### src/rtl/sar_pkg.sv
// Shared types and slot timing for the SAR ADC controller.
// SAR_CMP_SYNC_EN lengthens each bit slot to cover the comparator synchronizer.
package sar_pkg;

  typedef enum logic [1:0] {IDLE, SAMPLE, CONVERT, DONE} state_t;

  localparam int unsigned SYNC_STAGES = 2;

  // Bit-slot length in cycles; the synchronizer delay is absorbed into every slot.
  function automatic int unsigned slot_len(input int unsigned settle_cycles);
`ifdef SAR_CMP_SYNC_EN
    return settle_cycles + SYNC_STAGES;
`else
    return settle_cycles;
`endif
  endfunction

endpackage

### src/rtl/sar_cmp_sync.sv
// Two-flop synchronizer for the asynchronous comparator decision.
// Instantiated by sar_adc_ctrl only when SAR_CMP_SYNC_EN is defined.
module sar_cmp_sync
  import sar_pkg::*;
(
  input  logic clk,
  input  logic rst_n,
  input  logic d,
  output logic q
);

  logic [SYNC_STAGES-1:0] ff;

  always_ff @(posedge clk or negedge rst_n) begin
    if (!rst_n) ff <= '0;
    else        ff <= {ff[SYNC_STAGES-2:0], d};
  end

  assign q = ff[SYNC_STAGES-1];

endmodule

### src/rtl/sar_adc_ctrl.sv
// Successive-approximation controller: sample phase, MSB-first bit trials, result capture.
// Define SAR_CMP_SYNC_EN to route cmp_in through a 2-flop synchronizer (longer bit slots).
module sar_adc_ctrl
  import sar_pkg::*;
#(
  parameter int unsigned WIDTH         = 8,
  parameter int unsigned SAMPLE_CYCLES = 4,
  parameter int unsigned SETTLE_CYCLES = 2
) (
  input  logic             clk,
  input  logic             rst_n,
  input  logic             ena,
  input  logic             start,
  input  logic             cmp_in,
  output logic             sample,
  output logic [WIDTH-1:0] dac_code,
  output logic             busy,
  output logic             done,
  output logic [WIDTH-1:0] result
);

  localparam int unsigned SLOT    = slot_len(SETTLE_CYCLES);
  localparam int unsigned CNT_MAX = (SAMPLE_CYCLES > SLOT) ? SAMPLE_CYCLES : SLOT;
  localparam int unsigned CNT_W   = $clog2(CNT_MAX + 1);
  localparam int unsigned IDX_W   = $clog2(WIDTH);

  state_t           state;
  logic [CNT_W-1:0] cnt;
  logic [IDX_W-1:0] idx;
  logic [WIDTH-1:0] code;
  logic             cmp_dec;
  logic [WIDTH-1:0] mask_c;
  logic [WIDTH-1:0] keep_c;

`ifdef SAR_CMP_SYNC_EN
  sar_cmp_sync u_cmp_sync (
    .clk   (clk),
    .rst_n (rst_n),
    .d     (cmp_in),
    .q     (cmp_dec)
  );
`else
  assign cmp_dec = cmp_in;
`endif

  // Bit under trial and the code after this slot's decision.
  assign mask_c = WIDTH'(1) << idx;
  assign keep_c = cmp_dec ? (code | mask_c) : (code & ~mask_c);

  always_ff @(posedge clk or negedge rst_n) begin
    if (!rst_n) begin
      state    <= IDLE;
      cnt      <= '0;
      idx      <= '0;
      code     <= '0;
      sample   <= 1'b0;
      busy     <= 1'b0;
      done     <= 1'b0;
      dac_code <= '0;
      result   <= '0;
    end else begin
      done <= 1'b0;
      if (!ena) begin
        state    <= IDLE;
        sample   <= 1'b0;
        busy     <= 1'b0;
        dac_code <= '0;
      end else begin
        case (state)
          IDLE: begin
            dac_code <= '0;
            if (start) begin
              state  <= SAMPLE;
              cnt    <= CNT_W'(SAMPLE_CYCLES - 1);
              sample <= 1'b1;
              busy   <= 1'b1;
            end
          end
          SAMPLE: begin
            if (cnt == '0) begin
              state    <= CONVERT;
              sample   <= 1'b0;
              idx      <= IDX_W'(WIDTH - 1);
              code     <= '0;
              cnt      <= CNT_W'(SLOT - 1);
              dac_code <= WIDTH'(1) << (WIDTH - 1);
            end else begin
              cnt <= cnt - CNT_W'(1);
            end
          end
          CONVERT: begin
            if (cnt == '0) begin
              code <= keep_c;
              if (idx == '0) begin
                state    <= DONE;
                done     <= 1'b1;
                result   <= keep_c;
                dac_code <= keep_c;
              end else begin
                idx      <= idx - IDX_W'(1);
                cnt      <= CNT_W'(SLOT - 1);
                dac_code <= keep_c | (mask_c >> 1);
              end
            end else begin
              cnt <= cnt - CNT_W'(1);
            end
          end
          DONE: begin
            // A held start relaunches straight from DONE so conversions run back-to-back.
            if (start) begin
              state    <= SAMPLE;
              cnt      <= CNT_W'(SAMPLE_CYCLES - 1);
              sample   <= 1'b1;
              dac_code <= '0;
            end else begin
              state    <= IDLE;
              busy     <= 1'b0;
              dac_code <= '0;
            end
          end
          default: state <= IDLE;
        endcase
      end
    end
  end

endmodule

### config.mk
export PLATFORM = sky130hd
export DESIGN_NAME = sar_adc_ctrl
export DESIGN_NICKNAME = d
export VERILOG_FILES = /design/src/rtl/sar_pkg.sv /design/src/rtl/sar_cmp_sync.sv /design/src/rtl/sar_adc_ctrl.sv
export SDC_FILE = /design/constraint.sdc
export NUM_CORES = 1
export LEC_CHECK = 0
export CAP_MARGIN = 20
export CORE_MARGIN = 10
export CORE_UTILIZATION = 50
export CTS_BUF_LIST = sky130_fd_sc_hd__clkbuf_8
export DETAILED_ROUTE_END_ITERATION = 12
export GPL_TIMING_DRIVEN = 0
export PLACE_DENSITY_LB_ADDON = 0.25
export SLEW_MARGIN = 20
export SYNTH_ARGS = -nofsm -noshare
export SYNTH_HDL_FRONTEND = slang
export SYNTH_HIERARCHICAL = 1
export SYNTH_SLANG_ARGS = --single-unit
export TNS_END_PERCENT = 20
### constraint.sdc
create_clock -name clk -period 5.5 [get_ports clk]
set_clock_uncertainty 0.15 [all_clocks]
set_input_delay 0.55 -clock clk [delete_from_list [all_inputs] [get_ports clk]]
set_output_delay 0.55 -clock clk [all_outputs]
set_load 0.1 [all_outputs]
* Word level (Yosys, flattened, before mapping)
Cells that the tools add are included.
Cells by class: $add $sub $neg 2, equality and inequality tests 16, shifts and indexed selects 1, multiplexer cells 36, bitwise logic cells 4, reductions and logical operators 13
Operators with widths (count):
- 8-bit two-way mux | 7
- 8-bit case mux with 3 select lines | 1
- 3-bit two-way mux | 7
- 3-bit != test, second input constant | 6
- 8-bit case mux with 2 select lines | 1
- 4-bit AND reduction | 3
- 1-bit two-way mux | 10
- 2-bit two-way mux | 5
- 3-bit case mux with 3 select lines | 1
- 3-bit AND reduction | 3
- 8-bit bitwise AND | 1
- 8-bit NOT | 1
- 8-bit by 7-bit bitwise OR with 8-bit output | 1
- 8-bit bitwise OR | 1
- 2-bit case mux with 4 select lines | 1
- 1-bit by 3-bit << shifter with 8-bit output, first input constant | 1
- 3-bit zero test | 2
- 2-bit != test, second input constant | 3
- 3-bit by 2-bit != test with 1-bit output, second input constant | 2
- 3-bit case mux with 2 select lines | 1
- 3-bit by 1-bit subtractor with 3-bit output, second input constant | 2
- 5-bit AND reduction | 1
- 2-bit equality test, second input constant | 2
- 1-bit case mux with 2 select lines | 2
- 7 further kinds | 7
Storage, ports and cells: flip-flop bits (word level) 35, input port bits 5, output and inout bits 19, logic and storage cells 81

* Longest topological paths before layout
depth in word-level cells 9, mapped depth 8, gate-level depth less buffers 6

* Least setup slack after synthesis
OpenSTA, ideal clock, no wires.
path kind reg2reg, from register idx[0], to register result[6], setup time 126 ps, arrival 1671 ps, data required time 5224 ps, setup slack 3552 ps, stages on the path, launching flop included 8, buffers on the path 2, period minus slack after synthesis 1948 ps, path through dfrtp_1 > inv_1 > ha_1 > and2b_4 > and4_1 > buf_4 > buf_8 > mux2_4
Between the ends: cells in the longest elaborated chain, start to end 4, elaborated cells on any way between the ends 7, those cells by class 1 x shift; 1 x mux; 3 x bitwise; 2 x reduce/logical
RTL lines:
- start: declaration | line sar_adc_ctrl.sv:29 | logic [IDX_W-1:0] idx;
- start signal: assignment | line sar_adc_ctrl.sv:83 | idx <= IDX_W'(WIDTH - 1);
- start signal: assignment | line sar_adc_ctrl.sv:100 | idx <= idx - IDX_W'(1);
- 1-bit by 3-bit << shifter with 8-bit output | line sar_adc_ctrl.sv:47 | assign mask_c = WIDTH'(1) << idx;
- 8-bit NOT | line sar_adc_ctrl.sv:48 | assign keep_c = cmp_dec ? (code | mask_c) : (code & ~mask_c);
- 8-bit bitwise AND | line sar_adc_ctrl.sv:48
- 8-bit two-way mux | line sar_adc_ctrl.sv:48
- end signal: assignment | line sar_adc_ctrl.sv:97 | result <= keep_c;
- end: declaration | line sar_adc_ctrl.sv:19 | output logic [WIDTH-1:0] result
Several ways; a longest one is shown, not always the timed one. A chain may end at the register's enable or synchronous reset.

* Worst setup path after layout
from register sample, to output sample
RTL lines:
- start: declaration | line sar_adc_ctrl.sv:15 | output logic sample,
- start signal: assignment | line sar_adc_ctrl.sv:56 | sample <= 1'b0;
- start signal: assignment | line sar_adc_ctrl.sv:65 | sample <= 1'b0;
- start signal: assignment | line sar_adc_ctrl.sv:75 | sample <= 1'b1;
No word-level cell between the ends.

==> flow_summary.yaml <==
status:
  outcome: "finished clean"
die:
  num_io_pins: 24
  start_util_pct: 52.17
  core-area_um2: 3689
  dieWidth_um: 82.04
  fp.dieArea_um2: 6730
  rows: 22
  die_y_um: 82.04
final_layout:
  drive_above_1_share_pct: 11.01
  final-instance-count-excl-fill: 275
  layout.nets: 241
  syn2layout_area_growth_pct: 21.46
  fillers: 319
  antenna_cells: 0
route:
  wire_per_inst_um: 15.01
  vias: 1524
  first_pass_iters: 4
  routed_wl_um: 4129
  drc_errors: 0
  ant_nets: 0
  drtIter0Drc: 101
  avgViaCountPerCell: 5.542
sta:
  max_freq_mhz: 400.0
  rsz0062_at_grt: "no"
  max_slew_margin_pct: 34.92
  setup_viol: 0
  post-route-period-util_pct: 45.45
  fin_setup_tns_ps: 0
  fin_crit_ps: 2500
  hold_viol_final: 0
  drv_slew: 0
  worst_slew_pin_slew_ps: 973.2
grt:
  grt_usage_pct: 13.96
  grt_antenna_before_repair: 0
  grt_pass1_vias: 1469
  grt_start_max_net_pins: 20
  grt_first_pass_wirelength_um: 7169
  gr-total-overflow: 0
yosys:
  synth.net_count: 210
  syn-instance-count: 195
  ys_warn_count: 6
  syn-cell-area_um2: 1924
  synth.distinct_cells: 38
  postSynthAreaPerCell_um2: 9.868
  seq_area_frac_synth_pct: 45.51
  ys_ff_latch: 35
clock_tree:
  cts_hold_buf: 0
  cts.sinks: 35
  path_clk_slew_ps: 70
  cts_tree: "done"
  cts-resized-gates: 0
  cts-htree-levels: 2
  clockBufferDepth: 2
  clk_latency_ps: 300
  cts_made_buffers: 5
  cts-root-buf: "clkbuf_8"
  post-cts-setup-buffers: 0
critical_path:
  slowest_stage: "clkdlybuf4s50_1"
  max_stage_delay_ps: 1140
  reg2reg_from: "state[0]"
  path_class: "flop to primary output"
  worst-r2r-cell-count: 7
  cp_data_required_time_ps: 4800
  endpoint_kind: "primary output"
  cp_top_family: "buffers and inverters"
  critPathBufInv: 1
  startpoint_type: "flop"
  ff2ff_setup_slack_ps: 3310
  r2r_end: "code[6]"
  critPathArrivalTime_ps: 1800
  critPathMaxFanout: 3
  path_cells: "clkdlybuf4s50_1"
worst_hold_path:
  hp-class: "input pin to asynchronous set/reset pin"
power:
  cellLeakagePower_nw: 1.054
  power.density_nw_per_um2: 351.4
  ir_drop_uv: 238.8
placed_design:
  hpwl_um: 3026
  place_congestion: 0.8493
  portBuffers: 23
  placedCellCount: 267
run:
  maxCapViolCount: 0
==> stage by stage <==
| step | area, um2 | setup slack [ps] | utilization, % | power [mW] | hold slack, ps |
|---|---|---|---|---|---|
| floorplan | 1924 | 3552 | - | 0.5476 | 104.4 |
| global placement | 2215 | 2934 | 60.04 | 0.6157 | 314.7 |
| detailed placement | 2237 | 2976 | 60.65 | 0.6219 | 321.2 |
| CTS | 2337 | 2983 | 63.37 | 0.8273 | 47.46 |
| global route | 2337 | 2946 | 63.37 | 0.8785 | 72.61 |
| finish | 2337 | 3000 | 63.37 | 0.8212 | 39.16 |
==> synthesized netlist by cell type (all sizes together) <==
master	number	area, um2
dfrtp	35	875.8
o21ai	20	100.1
nand2	19	71.32
nor2	18	67.56
a21oi	13	65.06
inv	13	48.80
ha	10	125.1
a22o	7	61.31
mux2i	7	70.07
buf	6	45.03
nor3	5	63.81
and2	4	25.02
mux2	4	48.79
o22ai	4	25.02
a32o	3	30.03
o21a	3	22.52
a211oi	2	15.01
a21o	2	15.01
a22oi	2	15.01
clkbuf	2	7.510
nor2b	2	12.51
o221ai	2	17.52
o31ai	2	15.01
a221oi	1	8.760
a31oi	1	6.260
and2b	1	10.01
and4	1	8.760
nand2b	1	6.260
nand4	1	6.260
nor3b	1	7.510
o21bai	1	7.510
o2bb2ai	1	8.760
or3	1	11.26
==> registers in the layout (all words and copies together), names as in the netlist <==
register / count
busy: 1
result: 8
state: 2
idx: 3
done: 1
sample: 1
dac_code: 8
cnt: 3
code: 8
==> cells in the final DEF (no fill, tap or decap), types with 4 or more instances in the layout <==
cell type,count
dfrtp_1,35
o21ai_0,20
inv_1,14
nor2_1,18
and2_1,4
clkdlybuf4s50_1,22
clkbuf_8,7
ha_1,10
nand2_1,19
a22o_1,7
a21oi_1,13
mux2i_1,7
o22ai_1,4
buf_2,4
==> power breakdown <==
part	internal, mW	switching (mW)
Clock	0.112	0.0914
Sequential	0.281	0.0248
Combinational	0.103	0.209
Total	0.496	0.325
==> routing by layer <==
layer / up-vias / part of all wire (%) / wire (um) / global-route usage (%)
met1: 725 / 47 / 1941 / 17.96
li1: 753 / - / - / -
met2: 36 / 43 / 1795 / 20.45
met5: - / 0 / 0 / 0
met4: 0 / 2.1 / 86 / 5.442
met3: 10 / 7.4 / 305 / 5.677
==> area by class of cell <==
| cell class | instances | area [um2] | area share (%) |
|---|---|---|---|
| well taps | 48 | 60.06 | 2.570 |
| clock inverters | 1 | 3.754 | 0.1606 |
| clock buffers | 7 | 96.34 | 4.122 |
| multi-input cells | 139 | 947.2 | 40.52 |
| inverters | 13 | 48.80 | 2.088 |
| flip-flops and latches | 35 | 875.8 | 37.47 |
| repair buffers | 24 | 252.7 | 10.81 |
| plain buffers | 8 | 52.55 | 2.248 |
==> cells by family (layout without fill, tap and decap cells) <==
logic type                 after synthesis  after routing  share of synthesized area, %
buffers and inverters                   21             53                         5.266
AOI/OAI and AO/OA                       64             64                         21.46
DFF                                     35             35                         45.51
and+or+nand+nor                         54             54                         15.08
adders and majority gates               10             10                         6.502
muxes                                   11             11                         6.177
==> how the worst max path moves through the flow <==
stage | cells after the start | startpoint | slack (ps) | endpoint
3_5_place_dp | 6 | ena | 2980 | state[0]
4_1_cts | 1 | sample | 2980 | sample
6_report | 1 | sample | 3000 | sample
3_3_place_gp | 1 | rst_n | 2930 | cnt[2]
2_1_floorplan | 7 | idx[0] | 3550 | result[6]
5_1_grt | 1 | busy | 2950 | busy
(Power assumes the default switching activity.)
